<file path="src/rtl/pipe_stage_fifo_pkg.sv">
// Shared constants for the elastic pipeline-stage buffer: default and legal depth range.
package pipe_stage_fifo_pkg;

  localparam int PIPE_DEPTH_DEFAULT = 2;
  localparam int PIPE_DEPTH_MIN     = 2;
  localparam int PIPE_DEPTH_MAX     = 8;

  function automatic bit depth_legal(input int d);
    return (d >= PIPE_DEPTH_MIN) && (d <= PIPE_DEPTH_MAX);
  endfunction

endpackage

</file>
<file path="src/rtl/pipe_stage_fifo_mem.sv">
// DEPTH x WIDTH flop array, one synchronous write port, asynchronous read; contents never reset.
module pipe_stage_fifo_mem #(
  parameter int WIDTH = 32,
  parameter int DEPTH = 2,
  parameter int AW    = $clog2(DEPTH)
) (
  input  logic             clk,
  input  logic             we,
  input  logic [AW-1:0]    waddr,
  input  logic [WIDTH-1:0] wdata,
  input  logic [AW-1:0]    raddr,
  output logic [WIDTH-1:0] rdata
);

  logic [WIDTH-1:0] mem_q [DEPTH];

  always_ff @(posedge clk) begin
    if (we) begin
      mem_q[waddr] <= wdata;
    end
  end

  assign rdata = mem_q[raddr];

endmodule

</file>
<file path="src/rtl/pipe_stage_fifo.sv">
// Elastic DEPTH-entry pipeline register, 1-cycle latency, in_ready decoded from registered count only
// (full refuses push even when popping); optional perf counters under PIPE_STAGE_PERF_EN.
module pipe_stage_fifo
  import pipe_stage_fifo_pkg::*;
#(
  parameter int WIDTH = 32,
  parameter int DEPTH = PIPE_DEPTH_DEFAULT
) (
  input  logic                       clk,
  input  logic                       rst_n,
  input  logic                       flush,
  input  logic                       in_valid,
  output logic                       in_ready,
  input  logic [WIDTH-1:0]           in_data,
  output logic                       out_valid,
  input  logic                       out_ready,
  output logic [WIDTH-1:0]           out_data,
  output logic [$clog2(DEPTH+1)-1:0] count
`ifdef PIPE_STAGE_PERF_EN
  ,
  output logic [31:0]                stall_cnt,
  output logic [31:0]                drop_cnt
`endif
);

  localparam int AW = $clog2(DEPTH);
  localparam int CW = $clog2(DEPTH+1);
  localparam logic [AW-1:0] LAST_PTR = AW'(DEPTH-1);

  if (!depth_legal(DEPTH)) begin : g_depth_err
    $error("pipe_stage_fifo: DEPTH must be within 2..8");
  end

  logic [AW-1:0] wr_ptr_q, wr_ptr_d;
  logic [AW-1:0] rd_ptr_q, rd_ptr_d;
  logic [CW-1:0] count_q, count_d;
  logic          push, pop;
  logic [WIDTH-1:0] head_data;

  assign in_ready  = (count_q != CW'(DEPTH));
  assign out_valid = (count_q != '0);
  assign push      = in_valid && in_ready;
  assign pop       = out_valid && out_ready;
  assign count     = count_q;
  assign out_data  = out_valid ? head_data : '0;

  // Non-power-of-two depths need an explicit wrap compare rather than natural overflow.
  always_comb begin
    wr_ptr_d = wr_ptr_q;
    rd_ptr_d = rd_ptr_q;
    count_d  = count_q;
    if (flush) begin
      wr_ptr_d = '0;
      rd_ptr_d = '0;
      count_d  = '0;
    end else begin
      if (push) begin
        wr_ptr_d = (wr_ptr_q == LAST_PTR) ? '0 : wr_ptr_q + 1'b1;
      end
      if (pop) begin
        rd_ptr_d = (rd_ptr_q == LAST_PTR) ? '0 : rd_ptr_q + 1'b1;
      end
      count_d = count_q + CW'(push) - CW'(pop);
    end
  end

  always_ff @(posedge clk or negedge rst_n) begin
    if (!rst_n) begin
      wr_ptr_q <= '0;
      rd_ptr_q <= '0;
      count_q  <= '0;
    end else begin
      wr_ptr_q <= wr_ptr_d;
      rd_ptr_q <= rd_ptr_d;
      count_q  <= count_d;
    end
  end

  pipe_stage_fifo_mem #(
    .WIDTH (WIDTH),
    .DEPTH (DEPTH),
    .AW    (AW)
  ) u_mem (
    .clk   (clk),
    .we    (push && !flush),
    .waddr (wr_ptr_q),
    .wdata (in_data),
    .raddr (rd_ptr_q),
    .rdata (head_data)
  );

`ifdef PIPE_STAGE_PERF_EN
  logic [31:0] stall_q, stall_d;
  logic [31:0] drop_q, drop_d;
  logic [32:0] drop_sum;

  assign drop_sum = {1'b0, drop_q} + 33'(count_q);

  always_comb begin
    stall_d = stall_q;
    drop_d  = drop_q;
    if (out_valid && !out_ready && !flush && (stall_q != '1)) begin
      stall_d = stall_q + 32'd1;
    end
    if (flush) begin
      drop_d = drop_sum[32] ? '1 : drop_sum[31:0];
    end
  end

  always_ff @(posedge clk or negedge rst_n) begin
    if (!rst_n) begin
      stall_q <= '0;
      drop_q  <= '0;
    end else begin
      stall_q <= stall_d;
      drop_q  <= drop_d;
    end
  end

  assign stall_cnt = stall_q;
  assign drop_cnt  = drop_q;
`endif

endmodule
</file>
<file path="config.mk">
export PLATFORM = sky130hd
export DESIGN_NAME = pipe_stage_fifo
export DESIGN_NICKNAME = d
export VERILOG_FILES = /design/src/rtl/pipe_stage_fifo_pkg.sv /design/src/rtl/pipe_stage_fifo_mem.sv /design/src/rtl/pipe_stage_fifo.sv
export SDC_FILE = /design/constraint.sdc
export NUM_CORES = 1
export LEC_CHECK = 0
export ABC_CLOCK_PERIOD_IN_PS = 3040
export BUFFER_PORTS_ARGS = -buffer_cell sky130_fd_sc_hd__buf_4
export CORE_ASPECT_RATIO = 0.5
export CORE_UTILIZATION = 45
export CTS_BUF_LIST = sky130_fd_sc_hd__clkbuf_8 sky130_fd_sc_hd__clkbuf_16
export DETAILED_ROUTE_END_ITERATION = 16
export PLACE_DENSITY = 0.81
export SLEW_MARGIN = 20
export SYNTH_ARGS = -nofsm -noshare
export SYNTH_HDL_FRONTEND = slang
export SYNTH_HIERARCHICAL = 1
export SYNTH_SLANG_ARGS = --single-unit
</file>
<file path="constraint.sdc">
create_clock -name clk -period 3.04 [get_ports clk]
set_input_delay 0.76 -clock clk [delete_from_list [all_inputs] [get_ports clk]]
set_output_delay 0.76 -clock clk [all_outputs]
set_load 0.03 [all_outputs]
</file>
**Word level (Yosys, flattened, before mapping)**

Memory sizes are Yosys's and may differ from the RTL's.
Cells that the tools add are included.

- Add/subtract/negate cells: 4
- $mul: 0
- Divide/modulo/power cells: 0
- Order comparisons: 0
- Eq/ne operators: 1
- Shift operators: 0
- Mux-type cells: 10
- Bitwise logic cells: 0
- Reduce and logical (&&, ||, !) cells: 7

Operator list:

| operator | count |
|---|---|
| two-way mux 32 bit | 1 |
| two-way mux 1 bit | 8 |
| nonzero test 2 bit | 3 |
| logical AND 1 bit | 3 |
| adder 1 bit (second input constant) | 2 |
| adder 2 x 1 -> 2 bit | 1 |
| two-way mux 2 bit | 1 |
| != test 2 bit (second input constant) | 1 |
| subtractor 2 x 1 -> 2 bit | 1 |
| zero test 1 bit | 1 |

- Register bits: 4
- Latch bits: 0
- RAM bits: 64
- Memory bits (read-only): 0
- Logic and storage cells: 26
- Memories kept: 1

Memories:

| name | depth | width | read ports | clocked after Yosys merged registers in | write ports | line | source |
|---|---|---|---|---|---|---|---|
| u_mem.mem_q | 2 | 32 | 1 | 0 | 1 | pipe_stage_fifo_mem.sv:15 | `logic [WIDTH-1:0] mem_q [DEPTH];` |

**Longest topological paths before layout**

- Depth in word-level cells: 5
- Depth in mapped cells: 8

**By module**

The synthesis kept the hierarchy.

By module, submodules not included:

| module | instances | cells an instance | area each (sq um) |
|---|---|---|---|
| pipe_stage_fifo_mem | 1 | 102 | 2478.6 |
| pipe_stage_fifo | 1 | 59 | 440.4 |

**Worst setup path before layout**

No wires, ideal clock.

- Kind: register to register
- Start: register count_q[0] (netlist: count[0])
- End: memory u_mem.mem_q[0][0], enable pin
- Library setup time: 0.425 ns
- Arrival: 2.520 ns
- Data required time: 2.615 ns
- Setup slack: 0.095 ns
- Stages on the path, launching flop included: 5
- Buffers on the path: 0
- Period minus slack after synthesis: 2.945 ns
- Path through: dfrtp_1 nand2b_2 nand2_1 nor2_1 nor2b_1

- Longest elaborated chain between the ends: 5

RTL lines:

| what | line | source |
|---|---|---|
| start, declared | pipe_stage_fifo.sv:36 | `logic [CW-1:0] count_q, count_d;` |
| start signal, assigned | pipe_stage_fifo.sv:75 | `count_q <= count_d;` |
| != test 2 bit | pipe_stage_fifo.sv:40 | `assign in_ready = (count_q != CW'(DEPTH));` |
| net in_ready | pipe_stage_fifo.sv:13 | `output logic in_ready,` |
| logical AND 1 bit | pipe_stage_fifo.sv:42 | `assign push = in_valid && in_ready;` |
| logical AND 1 bit | pipe_stage_fifo.sv:85 | `.we (push && !flush),` |
| two-way mux 1 bit | pipe_stage_fifo_mem.sv:18 | `if (we) begin` |
| two-way mux 1 bit (implied by the code) | pipe_stage_fifo_mem.sv:19 | `mem_q[waddr] <= wdata;` |
| end, declared | pipe_stage_fifo_mem.sv:15 |  |

The timed path passes the listed nets, and every way through them passes these cells.

**Final worst setup path**

- Start: register rd_ptr_q
- End: output out_data[3]

- Longest elaborated chain between the ends: 2

RTL lines:

| what | line | source |
|---|---|---|
| start, declared | pipe_stage_fifo.sv:35 | `logic [AW-1:0] rd_ptr_q, rd_ptr_d;` |
| start signal, assigned | pipe_stage_fifo.sv:74 | `rd_ptr_q <= rd_ptr_d;` |
| memory read (2 x 32 bit) | n/a |  |
| net head_data[3] | pipe_stage_fifo.sv:38 | `logic [WIDTH-1:0] head_data;` |
| two-way mux 32 bit | pipe_stage_fifo.sv:45 | `assign out_data = out_valid ? head_data : '0;` |
| end, declared | pipe_stage_fifo.sv:17 | `output logic [WIDTH-1:0] out_data,` |

The timed path passes the listed nets, and every way through them passes these cells.

==> impl_metrics.env <==
export IMPL_cp_max_fo=18
export IMPL_p_int_uw=2408
export IMPL_utilization_pct=62.09
export IMPL_slew_viol_final=0
export IMPL_yosysUniqueCellTypes=17
export IMPL_worstPathCellList="buf_12 -> mux2_4 -> nor2b_1 -> buf_4"
export IMPL_dp_cells=318
export IMPL_rsz0062_at_grt="false"
export IMPL_synthCells=161
export IMPL_grt_ovfl_total=0
export IMPL_drtIter0Drc=134
export IMPL_synth_ff_type="edfxtp_1"
export IMPL_max_vdd_ir_drop_v=0.0003835
export IMPL_seq_area_sq_um=2023
export IMPL_tns_ps=0
export IMPL_drtAntennaViolNets=0
export IMPL_n_antenna_cell=0
export IMPL_hold_slack_ps=224.0
export IMPL_final_nets=280
export IMPL_slowest_delay_ps=680
export IMPL_clk_pin_slew_ps=50
export IMPL_grt_usage_pct=16.72
export IMPL_die_x_microns=115.9
export IMPL_post_cts_setup_buffers=0
export IMPL_r2r_start="count[1]$_DFF_PN0_"
export IMPL_seq_area_frac_synth_pct=69.27
export IMPL_drt_pass1_iter_count=4
export IMPL_crit_arrival_ps=1920
export IMPL_cp_end_kind="output port"
export IMPL_die_area_sq_um=6832
export IMPL_crit_start="rd_ptr_q$_DFFE_PN0P_"
export IMPL_yosys_area_top_type="edfxtp_1"
export IMPL_grt_pass1_vias=1605
export IMPL_htreeDepth=3
export IMPL_grt_max_degree=34
export IMPL_setup_violations=0
export IMPL_cts_hold_buf=0
export IMPL_setup_ws_ps=364.6
export IMPL_final_common_cell="buf_4"
export IMPL_numCtsBuffers=9
export IMPL_synth_top_area_share_pct=65.84
export IMPL_clk_latency_ps=320
export IMPL_drive_above_1_share_pct=51.63
export IMPL_combPwrFrac_pct=40.5
export IMPL_area_growth_syn_to_layout_pct=30.95
export IMPL_tightestPinTransition_ps=501.8
export IMPL_rows=20
export IMPL_start_util_pct=47.42
export IMPL_synth_edf_count=64
export IMPL_min_period_over_period_pct=88.01
export IMPL_start_kind="register"
export IMPL_ctsResizeCount=0
export IMPL_antenna_found_initial=0
export IMPL_seqPwrFrac_pct=33.1
export IMPL_synth_area_sq_um=2919
export IMPL_finalWirelength_mm=5.164
export IMPL_drv_cap=0
export IMPL_stdcell_count=334
export IMPL_fin_skew_ps=1.574
export IMPL_num_vias=1565
export IMPL_async_flop_share_pct=5.882
export IMPL_leakagePower_uw=0.001542
export IMPL_place_gp_congestion=0.7590
export IMPL_period_minus_slack_ps=2675
export IMPL_avgSynthCellArea_sq_um=18.13
export IMPL_wl_per_cell_microns=15.46
export IMPL_clockBufferDepth=2
export IMPL_viasPerCell=4.686
export IMPL_fmax_mhz=373.8
export IMPL_cts_sinks=68
export IMPL_run_status="finished clean"
export IMPL_grt_pass1_wl_mm=8.059
export IMPL_p_per_area_nw_per_um2=966.0
export IMPL_yosysWarnings=6
export IMPL_final_cell_mix="75 x buf_4, 64 x edfxtp_1, 34 x nor2b_1"
export IMPL_report_final_hold_viol_count=0
export IMPL_route_detailed_drc=0
export IMPL_io_pins=73
export IMPL_hpwl_mm=3.354
export IMPL_swShare_pct=34.80
export IMPL_die_h_microns=58.95
export IMPL_cts_tree="built"
export IMPL_synth_seq_cells=68
export IMPL_crit_required_ps=2280
export IMPL_p_clk_share_pct=26.4
export IMPL_coreArea_sq_um=6156
export IMPL_cp_slowest_cell="dfrtp_2"
export IMPL_relSlewSlack_pct=66.54
export IMPL_root_buffer="clkbuf_16"
export IMPL_hp_class="in -> async"
export IMPL_portBuffers=72
export IMPL_power_switching_uw=1285
export IMPL_critPathKind="reg -> out"
export IMPL_synth_area_leaders="edfxtp_1 66%, mux2_4 15%, nor2b_1 7.5%"
export IMPL_preCtsSetupSlack_ps=694.1
export IMPL_nFillCells=451
export IMPL_multi_input_area_sq_um=809.5
export IMPL_syn_nets=200
==> flip-flops by register name, indices dropped and copies added, names as in the netlist <==
| signal | count |
|---|---|
| wr_ptr_q | 1 |
| count | 2 |
| rd_ptr_q | 1 |
| u_mem/mem_q | 64 |
==> power groups by stage <==
stage                     Sequential (uW)  Combinational (uW)  Clock, uW
after CTS                            1220                1510        998
after floorplan                      1210                1080          0
after detailed placement             1240                1500          0
final                                1220                1500        975
after global placement               1230                1470          0
after global routing                 1230                1580       1040
==> metrics by stage <==
step	power, uW	cell area [sq um]
final	3693	3822
after global routing	3852	3822
after CTS	3727	3822
after detailed placement	2738	3537
after global placement	2697	3537
after floorplan	2291	2919
==> Yosys cell counts (2+ instances only) <==
master    count
edfxtp_1     64
nor2b_1      35
mux2_4       30
nor2_1        5
dfrtp_1       4
buf_12        3
buf_2         3
inv_1         3
mux2_2        3
and2_1        2
ha_1          2
xor2_1        2
==> cells by family (layout without fill, tap and decap cells) <==
| family | Yosys count | in the layout | synth area share (%) |
|---|---|---|---|
| AOI/OAI and AO/OA | 1 | 1 | 0.1713 |
| adders and majority gates | 2 | 2 | 0.8571 |
| DFF | 68 | 68 | 69.27 |
| muxes | 33 | 33 | 16.59 |
| and+or+nand+nor | 45 | 45 | 9.173 |
| xor gates and xnor gates | 2 | 2 | 0.6002 |
| buffers and inverters | 10 | 95 | 3.343 |
==> critical path, delay by kind of cell, from the launching register on <==
kind	cells	cell delay, ps
buffers and inverters	2	440
multiplexers	1	320
AND/OR/NAND/NOR	1	130
flip-flops	1	680
==> worst paths after layout <==
| kind | endpoint | slack, ps | cells past startpoint |
|---|---|---|---|
| worst min register to register | count[1]$_DFF_PN0_ | 660 | 2 |
| worst max register to register | count[1]$_DFF_PN0_ | 1120 | 8 |
| max in group asynchronous | rd_ptr_q$_DFFE_PN0P_ | 2700 | 1 |
| worst min-delay path | count[0]$_DFF_PN0_ | 220 | 1 |
| worst max-delay path | out_data[3] | 360 | 4 |
| min in group clk | u_mem/mem_q[0][10]$_DFFE_PP_ | 620 | 1 |
==> metal layers <==
layer | vias to the layer above | GRT usage, % | share of wire, %
met3 | 13 | 5.561 | 4.8
met4 | 0 | 7.875 | 2.1
met5 | - | 0 | 0
li1 | 742 | - | -
met2 | 39 | 28.23 | 51
met1 | 771 | 19.74 | 42
==> area by class of cell <==
type / count / area share (%)
inverter: 3 / 0.2946
clock buffer: 9 / 5.892
sequential: 68 / 52.93
tap: 88 / 2.881
multi-input combinational: 83 / 21.18
clock inverter: 7 / 1.571
timing repair buffer: 76 / 15.25
Power figures use the tool's default switching activity.
